[src/rtl/jtag_report_scheduler.sv]
// ============================================================================
// Module      : jtag_report_scheduler
// Description : Round-robin sequencer for the shared debug-bridge JTAG channel.
//               Streams report bursts to the host; decodes host commands between bursts.
// Revision    : 1.0 - initial release
// ============================================================================
`default_nettype none

module jtag_report_scheduler #(
    parameter int          NREQ       = 4,
    parameter int          LENW       = 4,
    parameter logic [7:0]  REPORT_CMD = 8'hFE
) (
    input  logic                   clk,
    input  logic                   reset_in,
    output logic [31:0]            bridge_d,
    input  logic [31:0]            bridge_q,
    output logic                   bridge_req,
    output logic                   bridge_wr,
    input  logic                   bridge_ack,
    input  logic [NREQ-1:0]        src_req,
    input  logic [NREQ*LENW-1:0]   src_len,
    input  logic [NREQ*32-1:0]     src_data,
    output logic [LENW-1:0]        src_idx,
    output logic [NREQ-1:0]        src_grant,
    output logic [NREQ-1:0]        src_done,
    output logic                   cmd_valid,
    output logic [31:0]            cmd_q,
    output logic [NREQ-1:0]        cmd_report,
    output logic                   busy
);

    localparam int c_IW = (NREQ > 1) ? $clog2(NREQ) : 1;

    typedef enum logic [2:0] {
        S_IDLE  = 3'd0,
        S_GAP_R = 3'd1,
        S_ARB   = 3'd2,
        S_LOAD  = 3'd3,
        S_SEND  = 3'd4,
        S_GAP_W = 3'd5
    } state_t;

    state_t             r_state;
    logic [c_IW-1:0]    r_ptr;
    logic [c_IW-1:0]    r_gidx;
    logic [LENW-1:0]    r_len;

    logic [c_IW-1:0]    w_pick;
    logic               w_found;
    logic [NREQ-1:0]    w_pick_oh;
    logic [c_IW-1:0]    w_ptr_next;
    logic [3:0]         w_cmd_sel;
    logic               w_cmd_hit;
    logic [NREQ-1:0]    w_cmd_oh;
    logic               w_last;

    // First requesting source at or after the pointer, scanning cyclically.
    always_comb begin
        int j;
        j       = 0;
        w_found = 1'b0;
        w_pick  = r_ptr;
        for (int k = 0; k < NREQ; k++) begin
            j = int'(r_ptr) + k;
            if (j >= NREQ) begin
                j = j - NREQ;
            end
            if (!w_found && src_req[j]) begin
                w_found = 1'b1;
                w_pick  = c_IW'(j);
            end
        end
    end

    assign w_cmd_sel  = bridge_q[3:0];
    assign w_cmd_hit  = (bridge_q[31:24] == REPORT_CMD) && ({28'd0, w_cmd_sel} < 32'(NREQ));
    assign w_ptr_next = (r_gidx == c_IW'(NREQ - 1)) ? '0 : r_gidx + c_IW'(1);
    assign w_last     = (src_idx == r_len);

    always_comb begin
        w_pick_oh = '0;
        w_cmd_oh  = '0;
        for (int i = 0; i < NREQ; i++) begin
            w_pick_oh[i] = (w_pick == c_IW'(i));
            w_cmd_oh[i]  = w_cmd_hit && (w_cmd_sel == 4'(i));
        end
    end

    assign busy = (r_state != S_IDLE);

    always_ff @(posedge clk or negedge reset_in) begin
        if (!reset_in) begin
            r_state    <= S_IDLE;
            r_ptr      <= '0;
            r_gidx     <= '0;
            r_len      <= '0;
            bridge_req <= 1'b0;
            bridge_wr  <= 1'b0;
            bridge_d   <= '0;
            src_idx    <= '0;
            src_grant  <= '0;
            src_done   <= '0;
            cmd_valid  <= 1'b0;
            cmd_q      <= '0;
            cmd_report <= '0;
        end else begin
            src_done   <= '0;
            cmd_valid  <= 1'b0;
            cmd_report <= '0;
            case (r_state)
                S_IDLE: begin
                    // A host word completing this cycle takes priority over a new report.
                    if (bridge_req && bridge_ack) begin
                        cmd_q      <= bridge_q;
                        cmd_valid  <= 1'b1;
                        cmd_report <= w_cmd_oh;
                        bridge_req <= 1'b0;
                        r_state    <= S_GAP_R;
                    end else if (|src_req) begin
                        bridge_req <= 1'b0;
                        r_state    <= S_ARB;
                    end else begin
                        bridge_req <= 1'b1;
                        bridge_wr  <= 1'b0;
                    end
                end
                S_GAP_R: begin
                    bridge_wr <= 1'b0;
                    if (|src_req) begin
                        r_state <= S_ARB;
                    end else begin
                        bridge_req <= 1'b1;
                        r_state    <= S_IDLE;
                    end
                end
                S_ARB: begin
                    if (w_found) begin
                        src_grant <= w_pick_oh;
                        r_gidx    <= w_pick;
                        r_len     <= src_len[int'(w_pick)*LENW +: LENW];
                        src_idx   <= '0;
                        r_state   <= S_LOAD;
                    end else begin
                        bridge_req <= 1'b1;
                        r_state    <= S_IDLE;
                    end
                end
                S_LOAD: begin
                    bridge_d   <= src_data[int'(r_gidx)*32 +: 32];
                    bridge_req <= 1'b1;
                    bridge_wr  <= 1'b1;
                    r_state    <= S_SEND;
                end
                S_SEND: begin
                    if (bridge_ack) begin
                        bridge_req <= 1'b0;
                        if (w_last) begin
                            src_done  <= src_grant;
                            src_grant <= '0;
                            r_ptr     <= w_ptr_next;
                            bridge_wr <= 1'b0;
                            r_state   <= S_GAP_R;
                        end else begin
                            src_idx <= src_idx + LENW'(1);
                            r_state <= S_GAP_W;
                        end
                    end
                end
                S_GAP_W: begin
                    r_state <= S_LOAD;
                end
                default: begin
                    bridge_req <= 1'b0;
                    r_state    <= S_IDLE;
                end
            endcase
        end
    end

endmodule

`default_nettype wire
[config.mk]
export PLATFORM = sky130hd
export DESIGN_NAME = jtag_report_scheduler
export DESIGN_NICKNAME = d
export VERILOG_FILES = /design/src/rtl/jtag_report_scheduler.sv
export SDC_FILE = /design/constraint.sdc
export NUM_CORES = 1
export LEC_CHECK = 0
export ABC_AREA = 1
export CAP_MARGIN = 20
export CORE_MARGIN = 1
export CORE_UTILIZATION = 40
export DETAILED_ROUTE_END_ITERATION = 8
export PLACE_DENSITY = 0.8
export SLEW_MARGIN = 20
export SYNTH_ARGS = -nofsm -noshare
export SYNTH_HDL_FRONTEND = slang
export SYNTH_SLANG_ARGS = --single-unit
[constraint.sdc]
create_clock -name clk -period 2.2 [get_ports clk]
set_input_delay 0.33 -clock clk [delete_from_list [all_inputs] [get_ports clk]]
set_output_delay 0.33 -clock clk [all_outputs]
set_load 0.03 [all_outputs]
== Yosys cells after proc, flatten, opt, wreduce, memory -nomap -nowiden ==
Cells that the tools add are included.

* $add $sub $neg: 9
* $lt $le $gt $ge: 9
* Eq/ne operators: 23
* Shift operators: 2
* Mux-type cells: 58
* Bitwise gates (word level): 1
* Reductions and logical operators: 27

{| class="wikitable"
|+ Operators with widths
! operator !! count
|-
| 32-bit by 4-bit < comparator with 1-bit output (second input constant) || 4
|-
| 32-bit 2-to-1 mux || 4
|-
| 128-bit by 8-bit indexed part select with 32-bit output || 1
|-
| 4-bit 2-to-1 mux || 11
|-
| 1-bit 2-to-1 mux || 23
|-
| 3-bit one-hot mux with 6 select lines || 1
|-
| 2-bit inequality test (second input constant) || 8
|-
| 4-bit one-hot mux with 2 select lines || 2
|-
| 16-bit by 5-bit indexed part select with 4-bit output || 1
|-
| 2-bit 2-to-1 mux || 7
|-
| 3-bit 2-to-1 mux || 4
|-
| 4-bit AND reduction || 3
|-
| 3-bit by 3-bit subtractor with 4-bit output (second input constant) || 3
|-
| 3-bit greater-or-equal comparator (second input constant) || 3
|-
| 1-bit logical AND || 9
|-
| 1-bit binary-select mux with 2-bit select || 4
|-
| 4-bit by 2-bit == test with 1-bit output (second input constant) || 2
|-
| 8-bit == test (second input constant) || 1
|-
| 2-bit by 2-bit adder with 3-bit output (second input constant) || 2
|-
| 2-bit == test (second input constant) || 3
|-
| 3-bit by 2-bit == test with 1-bit output (second input constant) || 2
|-
| 3-bit == test (second input constant) || 2
|-
| 1-bit one-hot mux with 6 select lines || 1
|-
| 2-bit AND reduction || 3
|-
| other kinds (23) || 25
|}

* Bits in registers: 94
* Bits of input ports: 183
* Output and inout port bits: 84
* Word-level logic and storage cells: 142

== Depth between registers and ports, before layout ==
* Depth after elaboration: 18
* Depth in mapped cells: 18
* Depth with buffers taken out: 16

== Worst setup path after synthesis ==
Ideal clock, no wire load.

* Path kind: reg2reg
* Start point: reg r_state[0]
* End point: reg cmd_q[17]
* Setup time: 118 ps
* Arrival time: 1588 ps
* Data required time: 2082 ps
* Path slack: 494 ps
* Stages on the path, launching flop included: 9
* Path buffers: 2
* Clock period less this slack: 1706 ps
* Cells stage by stage: dfrtp_1 > nor2_1 > nand2_1 > nor2_1 > inv_1 > clkbuf_1 > buf_1 > nand2_1 > nand2_1

* Longest elaborated chain between the ends: 2

{| class="wikitable"
|+ RTL lines
! element !! RTL line !! source
|-
| start, declared || 44 || <nowiki>state_t r_state;</nowiki>
|-
| start signal, assigned || 94 || <nowiki>r_state <= S_IDLE;</nowiki>
|-
| start signal, assigned || 119 || <nowiki>r_state <= S_GAP_R;</nowiki>
|-
| start signal, assigned || 122 || <nowiki>r_state <= S_ARB;</nowiki>
|-
| 3-bit logical NOT || 111 || <nowiki>case (r_state)</nowiki>
|-
| 2-bit AND reduction (no source line) || n/a ||
|-
| end signal, assigned || 115 || <nowiki>cmd_q <= bridge_q;</nowiki>
|-
| end, declared || 28 || <nowiki>output logic [31:0] cmd_q,</nowiki>
|}

Every way passes these cells.
A chain may end at the register's enable or synchronous reset.

== Final worst setup path ==
* Start point: reg r_state[2]
* End point: out busy

* Longest elaborated chain between the ends: 1

{| class="wikitable"
|+ RTL lines
! element !! RTL line !! source
|-
| 3-bit nonzero test || 90 || <nowiki>assign busy = (r_state != S_IDLE);</nowiki>
|-
| end, declared || 30 || <nowiki>output logic busy</nowiki>
|}

Every way passes these cells.

==> flow_summary.yaml <==
clocking:
  clock_path_buffers: 2
  post-cts-setup-buffers: 0
  clkTransAtPathRegs_ns: 0.07
  cts_tree: "done"
  h-tree-depth: 3
  numCtsBuffers: 9
  clk_latency_ns: 0.34
  cts_root_buffer: "clkbuf_16"
  clkSinkCount: 94
placed_design:
  globalplace.congestion: 0.859
  postPlaceCellArea_sq_um: 8010
  portBuffers: 266
  hpwl_mm: 12.1
die:
  initial_utilization_pct: 40.9
  dieArea_sq_um: 13400
  die_y_microns: 116
  rows: 41
  die_x_microns: 116
  core_area_sq_um: 12600
  ioPinCount: 267
detailed_routing:
  final_antenna_net_count: 0
  vias: 5452
  drc_errors: 0
  finalWirelength_mm: 16.0
  wl_per_cell_microns: 14.1
  drt_iter0_drc: 231
  viasPerCell: 4.79
  first_pass_iters: 4
status:
  status: "complete, no violations"
worst_hold_path:
  hold_path_class: "reg -> reg"
timing:
  worstMarginPinSlew_ns: 0.573
  max_slew_margin_pct: 61.8
  clock_skew_ns: 0.0101
  slew_viol_final: 0
  period_needed_ns: 2.02
  clock.fmax_mhz: 494
  finalHoldViolCount: 0
  setup_viol_count_final: 0
  fin_crit_sh_pct: 92.0
  rsz0062_at_grt: "no"
  finalSetupTns_ns: 0
setup_path:
  start_kind: "flop"
  end_kind: "output port"
  worst-setup-path-type: "reg -> out"
  cp_data_arrival_time_ns: 1.69
  critPathRequiredTime_ns: 1.87
  path_max_fanout: 7
final_layout:
  layout-drive-gt1-share_pct: 7.97
  antenna_cells: 0
  fin_area_sq_um: 8310
  syn_to_final_growth_pct: 61.0
  fill_cells: 1125
  finalNetCount: 1146
yosys:
  ys_seq_area_share_pct: 45.6
  syn-cell-area_sq_um: 5160
  yosysWarningCount: 0
  yosysTopAreaCell: "dfrtp_1"
  synth_fp_nets: 891
  synth_area_leaders: "dfrtp_1, nor2_1, nand2_1"
  synth_cells: 706
  post_synth.cell_area_avg_sq_um: 7.31
  synthFlopType: "dfrtp_1"
  ys_seq_elements: 94
  yosysUniqueCellTypes: 32
  async_flop_share_pct: 100
  synth_top_area_share_pct: 45.6
  synth_edf_count: 0
grt:
  gr-total-overflow: 0
  grt_pass1_wl_mm: 25.2
  grt_max_degree: 64
  antenna_found_initial: 0
  first_global_vias: 5201
  grt.total_usage_pct: 24.4
power_and_ir_drop:
  ir_drop_mv: 0.624
  power.density_nw_per_um2: 1290
  leakage_nw: 3.68
flow_run:
  drv_cap: 0
==> power breakdown <==
| part | switching, W | internal (W) | leakage [nW] | total (W) |
|---|---|---|---|---|
| registers | 0.000448 | 0.00242 | 1.14 | 0.00286 |
| logic | 0.00390 | 0.00247 | 2.39 | 0.00636 |
| clock network | 0.000723 | 0.000793 | 0.144 | 0.00152 |
| total | 0.00507 | 0.00567 | 3.68 | 0.0107 |
==> through the flow <==
| stage | cells | util, % | hold WS (ns) | setup WS [ns] | total power, W |
|---|---|---|---|---|---|
| 2_1_floorplan | 706 | - | 0.0344 | 0.494 | 0.00696 |
| 5_1_grt | 1138 | 65.9 | 0.492 | 0.0612 | 0.0116 |
| 3_5_place_dp | 1121 | 63.5 | 0.364 | 0.110 | 0.00928 |
| 6_report | 1138 | 65.9 | 0.471 | 0.177 | 0.0107 |
| 3_3_place_gp | 1121 | 63.5 | 0.362 | 0.151 | 0.00916 |
| 4_1_cts | 1138 | 65.9 | 0.474 | 0.181 | 0.0108 |
==> synth_stat cells (2+ instances only) <==
master,number
nor2_1,175
nand2_1,166
dfrtp_1,94
o21ai_0,79
a31oi_1,36
clkbuf_1,30
inv_1,28
nand2_2,25
nand3_1,22
buf_1,6
nand4_1,6
nand2_4,5
xnor2_1,5
a21oi_1,3
nand3_2,3
buf_6,2
ha_1,2
inv_2,2
nand4_4,2
nor3_1,2
o31ai_1,2
==> worst max-delay path, stage by stage (launching register included) <==
cell and delay [ns]:
dfrtp_1 0.37, inv_1 0.12, nand2_1 0.16, clkdlybuf4s50_1 0.71
==> flip-flops by register name (all words and copies together), names as in the netlist <==
register and count:
cmd_report 4, src_done 4, bridge_req 1, src_grant 4
bridge_d 32, r_len 4, cmd_valid 1, src_idx 4
bridge_wr 1, r_state 3, cmd_q 32, r_ptr 2
r_gidx 2
==> routing by layer <==
layer / global-route usage [%] / vias up / share of wire [%]
met2: 43.4 / 178 / 51
met1: 29.5 / 2471 / 41
met5: 0 / - / 0
met4: 6.49 / 0 / 1.5
li1: - / 2786 / -
met3: 5.70 / 17 / 5.8
==> cell families after synthesis <==
logic type / Yosys count / share of synthesized area, %
compound gates: 123 / 13.0
xor+xnor: 6 / 1.02
fa+ha+maj: 2 / 0.485
buf+inv: 71 / 5.82
flops: 94 / 45.6
mux: 1 / 0.218
simple gates: 409 / 33.9
==> area by class of cell <==
| cell class | count | area [sq um] | share of cell area [%] |
|---|---|---|---|
| clock buffers | 9 | 225 | 2.71 |
| multi-input cells | 541 | 2520 | 30.3 |
| clock inverters | 7 | 62.6 | 0.753 |
| flip-flops and latches | 94 | 2350 | 28.3 |
| inverters | 32 | 123 | 1.48 |
| repair buffers | 283 | 2820 | 33.9 |
| well taps | 172 | 215 | 2.59 |
==> cell usage in the layout (no fill, tap or decap), types with 2 or more instances in the layout <==
| cell | instances |
|---|---|
| inv_1 | 28 |
| nand3_2 | 3 |
| inv_8 | 2 |
| dfrtp_2 | 2 |
| buf_4 | 15 |
| o31ai_1 | 2 |
| nand4_4 | 2 |
| inv_2 | 2 |
| clkdlybuf4s50_1 | 265 |
| ha_1 | 2 |
| nand2_2 | 25 |
| nand2_4 | 5 |
| dfrtp_1 | 92 |
| buf_12 | 2 |
| xnor2_1 | 5 |
| o21ai_0 | 79 |
| inv_6 | 2 |
| nand2_1 | 166 |
| a21oi_1 | 3 |
| nor2_1 | 174 |
| nand4_1 | 6 |
| clkbuf_16 | 9 |
| a31oi_1 | 36 |
| nand3_1 | 22 |
| clkinv_4 | 2 |
==> path summary, 6_finish.rpt <==
check	slack [ns]	endpoint	startpoint	cells past startpoint
hold / removal	0.47	cmd_q[28]	cmd_q[28]	2
setup reg to reg	0.26	r_len[1]	r_ptr[1]	14
hold reg to reg	0.47	cmd_q[28]	cmd_q[28]	2
min in group asynchronous	0.55	cmd_q[19]	reset_in	2
max in group asynchronous	1.02	bridge_d[23]	reset_in	3
setup / recovery	0.18	busy	r_state[2]	3
==> timing repair <==
item,4_1_cts,5_1_grt
hold buffers,1,0
hold endpoints to repair,9,0
resized for setup,0,1
endpoints found under the setup margin,0,2
(Power assumes the default switching activity.)
==> RTL edit 1, RTL diff (same settings) <==
The 6 states of `state_t` get a Gray code encoding in 3 bits.
--- a/src/rtl/jtag_report_scheduler.sv
+++ b/src/rtl/jtag_report_scheduler.sv
@@ -34,10 +34,10 @@
 
     typedef enum logic [2:0] {
-        S_IDLE  = 3'd0,
-        S_GAP_R = 3'd1,
-        S_ARB   = 3'd2,
-        S_LOAD  = 3'd3,
-        S_SEND  = 3'd4,
-        S_GAP_W = 3'd5
+        S_IDLE  = 3'b000,
+        S_GAP_R = 3'b001,
+        S_ARB   = 3'b011,
+        S_LOAD  = 3'b010,
+        S_SEND  = 3'b110,
+        S_GAP_W = 3'b111
     } state_t;
 
Behaviour: no difference found for any inputs over 4 cycles, from zero or initial values and one cycle with reset_in low; so few cycles prove little.
==> RTL edit 1 against the original RTL <==
Clock skew shrank 2.8 ps. Area after synthesis rose by 0.39%. Via count decreased by 0.73%. Design area grew 0.42%. Power grew 8.2%. Largest cell class unchanged. Global-route usage decreased by 0.86 points. Sequential cell count did not move. Maximum frequency decreased by 2.8%. Combinational power rose by 12%. Setup slack worse by 57 ps. Wire length is 0.68% lower.
==> RTL edit 1: results (changes against the original RTL) <==
Layout Nets = 1086 (-5.2%)
Critical R2R Capture = r_len[0]$_DFFE_PN0P_
worst stage delay on the critical path = 730 ps (+20 ps)
vias in the first global route = 5078 (-2.4%)
Placer Congestion = 0.8661 (+0.81%)
Worst Hold Class = primary input to asynchronous set/reset pin
post-CTS setup buffers = 0 (unchanged)
Switch Pwr = 5452 uW (+7.6%)
fill count = 1096 (-2.6%)
count of unique library cells instantiated by Yosys = 40 (+25%)
Cell Area, Placed = 8054 um2 (+0.52%)
initial antenna violation count = 0 (unchanged)
Lkg Pwr = 0.003700 uW (+0.51%)
cts bufs inserted = 9 (unchanged)
worst rel slew slack = 57.32% (-4.5 points)
outcome = complete, no violations
Bufs on Longest Clock Path = 2 (unchanged)
GRT Overall Usage = 23.50% (-0.86 points)
reg-to-reg startpoint = r_ptr[1]$_DFFE_PN0P_
hpwl dp = 12.21 mm (+0.71%)
most frequent cells after synthesis = nand2_1, nor2_1, dfrtp_1
Reg2Reg Depth = 14 (unchanged)
Starting DRT DRC Count = 337 (+46%)
share of cells above drive strength 1 = 11.15% (+3.2 points)
PortBufs = 266 (unchanged)
critical path data arrival time = 1750 ps (+60 ps)
top_reg_cell synth = dfrtp_1
WL per Instance = 14.78 um (+4.8%)
Vias = 5412 (-0.73%)
largest net degree at the start of global routing = 50 (-22%)
clk_lat worst skew = 330 ps
Peak VDD IR = 0.6972 mV (+12%)
Tmin final = 2081 ps (+57.34 ps)
Synthesized Nets = 829 (-7.0%)
r2r setup slk = 210 ps (-50 ps)
Yosys Warn Count = 0 (unchanged)
first-pass GRT wire length = 24.50 mm (-2.9%)
pre-CTS worst setup slack = 6.463 ps (-103.4 ps)
first-pass detailed-route iteration total = 4 (unchanged)
synth top area cells = dfrtp_1, nand2_1, nor2_1
sequential share of the synthesized area = 45.40% (-0.18 points)
Clock Skews = 7.272 ps (-2.786 ps)
CP max FO = 5 (-2)
Critical-path top delay cell = clkdlybuf4s50_1
RTL edit 1: worst max-delay path by stage:
stage                                 startpoint                     to  cells past startpoint
after CTS                 r_state[0]$_DFFE_PN0P_                   busy                      3
final                     r_state[0]$_DFFE_PN0P_                   busy                      3
after detailed placement              src_req[1]   r_len[3]$_DFFE_PN0P_                     14
after global placement                src_req[3]   r_len[0]$_DFFE_PN0P_                     15
after floorplan           r_state[2]$_DFFE_PN0P_  cmd_q[10]$_DFFE_PN0P_                      5
after global routing        r_ptr[1]$_DFFE_PN0P_   r_len[3]$_DFFE_PN0P_                     14
RTL edit 1: cells by family (layout without fill, tap and decap cells):
family                   Yosys count  in the layout  share of synthesized area, %
multiplexers                      32             32                         6.955
flip-flops                        94             94                         45.40
buffers and inverters             61            323                         5.192
XOR/XNOR                           6              6                         1.014
AND/OR/NAND/NOR                  363            363                         29.90
adder cells (fa/ha/maj)            2              2                        0.4829
AO/OA/AOI/OAI                     86             86                         11.06
RTL edit 1: worst reg2reg max path, delay by kind of cell (launching register included):
family	cells	cell delay, ps
buf+inv	2	260
flops	1	560
simple gates	11	900
compound gates	1	180
RTL edit 1: cell type report:
type | count | area [um2] | share of cell area, %
Multi-Input combinational cell | 489 | 2565 | 30.73
Sequential cell | 94 | 2355 | 28.21
Timing Repair Buffer | 282 | 2833 | 33.94
Clock buffer | 10 | 229.0 | 2.743
Clock inverter | 6 | 53.80 | 0.6446
Tap cell | 172 | 215.2 | 2.578
Inverter | 25 | 96.34 | 1.154
RTL edit 1: routing by layer:
metal / vias to the layer above / routed length, um / global-route usage, %
met3: 35 / 1340 / 6.433
li1: 2645 / - / -
met1: 2512 / 6259 / 27.51
met2: 220 / 7808 / 40.16
met4: 0 / 522 / 10.68
met5: - / 0 / 0
RTL edit 1: stage by stage:
stage / utilization [%] / instances / hold slack [ps] / total power, uW
floorplan: - / 644 / 34.41 / 7569
global placement: 63.82 / 1061 / 231.9 / 10070
detailed placement: 63.82 / 1061 / 233.1 / 10190
CTS: 66.14 / 1078 / 413.2 / 11700
global route: 66.14 / 1078 / 437.6 / 12480
finish: 66.14 / 1078 / 425.0 / 11620
RTL edit 1: repair_timing:
action                                  in CTS  in global routing
endpoints found under the setup margin       0                  0
hold endpoints to repair                    17                  0
hold buffers                                 1                  0
RTL edit 1: power by group through the flow:
stage / clock (uW) / combinational (uW) / sequential [uW]
floorplan: 0 / 3370 / 4200
CTS: 1500 / 7160 / 3040
finish: 1470 / 7120 / 3040
detailed placement: 0 / 7140 / 3050
global placement: 0 / 7030 / 3030
global route: 1580 / 7760 / 3150
==> RTL edit 2, RTL diff (config.mk and constraints unchanged) <==
Made on the original files. The parameter `NREQ` goes from 4 to 8.
--- a/src/rtl/jtag_report_scheduler.sv
+++ b/src/rtl/jtag_report_scheduler.sv
@@ -8,5 +8,5 @@
 
 module jtag_report_scheduler #(
-    parameter int          NREQ       = 4,
+    parameter int          NREQ       = 8,
     parameter int          LENW       = 4,
     parameter logic [7:0]  REPORT_CMD = 8'hFE
Ports: changed (6 resized); port bits go from 267 to 427. No check against the original RTL was run, so the function may have changed too.
==> RTL edit 2 against the original RTL <==
The flow now finishes with violations (setup timing). Non-clock buffer count grew 229. Area after synthesis grew 48%. Power grew 94%. Wire length grew 120%. Design area grew 63%. Die area grew 47%. Sequential cell count grew 14. Setup slack lost 670 ps. Clock power grew 20%.
==> RTL edit 2: results (changes against the original RTL) <==
outcome = complete, but fails checks
failing checks = setup timing
sequential share of the synthesized area = 35.45% (-10 points)
most frequent cells after synthesis = nand2_1, dfrtp_1, inv_1
Clock Skews = 6.240 ps (-3.818 ps)
Post-Synth Adder-Cell Area = 0.8206% (+0.34 points)
first-pass detailed-route iteration total = 6 (+2)
Post-Synth XOR/XNOR Area = 1.034% (+0.016 points)
met2 wire length = 17.15 mm (+110%)
setup violators final = 24 (+24)
CP max FO = 6 (-1)
Cell Area, Placed = 12580 um2 (+57%)
largest net degree at the start of global routing = 70 (+9.4%)
Reg2Reg Depth = 20 (+6)
count of unique library cells instantiated by Yosys = 38 (+19%)
hold slack = 469.0 ps (-2.326 ps)
mux cell area share after synthesis = 8.403% (+8.2 points)
Setup WS post-layout = -489.3 ps (-665.8 ps)
Slew @ Worst Pin = 587.0 ps (+14.37 ps)
hold path depth = 2 (unchanged)
Gate Count Post-Synth = 1080 (+53%)
Layout Nets = 1875 (+64%)
via/cell ratio = 5.374 (+12%)
Cells after DPL = 1739 (+55%)
combinational power = 15700 uW (+150%)
Placer Congestion = 0.9490 (+10%)
M1 WL = 13.41 mm (+100%)
Vias = 9619 (+76%)
Synth Area in Compound Gates = 18.32% (+5.3 points)
share of cells above drive strength 1 = 13.47% (+5.5 points)
Lkg Pwr = 0.006206 uW (+69%)
Synthesized Nets = 1416 (+59%)
post-CTS sizing = 48 (+48)
PortBufs = 426 (+60%)
switching share of power = 51.53% (+4.4 points)
WL met3 = 3.570 mm (+280%)
GRT Overall Usage = 35.01% (+11 points)
synth top area cells = dfrtp_1, nand2_1, mux2i_1
met2 Usage GRT = 60.00% (+17 points)
first-pass GRT wire length = 52.31 mm (+110%)
initial antenna violation count = 16 (+16)
DR top layer = met5
critical path data arrival time = 2990 ps (+1300 ps)
GR Util met3 = 11.08% (+5.4 points)
vias in the first global route = 9254 (+78%)
post-CTS setup buffers = 16 (+16)
-- RTL edit 2: worst max-delay path: stages, from the launching register on --
cell      delay, ps
dfrtp_1         380
clkinv_2         90
ha_4            320
inv_8           100
nand3_4          80
nand3_2         100
nand2_4          60
nor2_4          120
nand4_4         140
nor2_8          160
buf_6           110
nand3_4         170
nand2_4         160
inv_6            60
a21oi_4         210
nand2_1          80
nand2_1          60
nand2_1          60
nand2_1          70
nand2_1          50
nand2_1          50
-- RTL edit 2: path summary, 6_finish.rpt --
path                                       start                       end
setup / recovery            r_ptr[1]$_DFFE_PN0P_      r_len[0]$_DFFE_PN0P_
hold / removal             cmd_q[24]$_DFFE_PN0P_     cmd_q[24]$_DFFE_PN0P_
setup reg to reg            r_ptr[1]$_DFFE_PN0P_      r_len[0]$_DFFE_PN0P_
hold reg to reg            cmd_q[24]$_DFFE_PN0P_     cmd_q[24]$_DFFE_PN0P_
max in group asynchronous               reset_in     r_gidx[0]$_DFFE_PN0P_
min in group asynchronous               reset_in  bridge_d[23]$_DFFE_PN0P_
-- RTL edit 2: layout make-up --
cell class              instances  area (um2)
well taps                     234       292.8
clock inverters                 6       95.09
fillers                      1466        5164
repair buffers                512        5066
inverters                     108       419.2
multi-input cells             800        4702
flip-flops and latches        108        2708
clock buffers                  10       229.0
diodes                         12       30.03
-- RTL edit 2: metrics by stage --
stage / setup TNS, ps / power, uW / util [%] / setup slack [ps]
floorplan: -4693 / 11920 / - / -359.5
global placement: -8703 / 16660 / 67.26 / -518.0
detailed placement: -9525 / 16850 / 67.26 / -544.9
CTS: -6515 / 19870 / 71.08 / -444.2
global route: -10920 / 22150 / 72.30 / -672.5
finish: -7303 / 20820 / 72.39 / -489.3
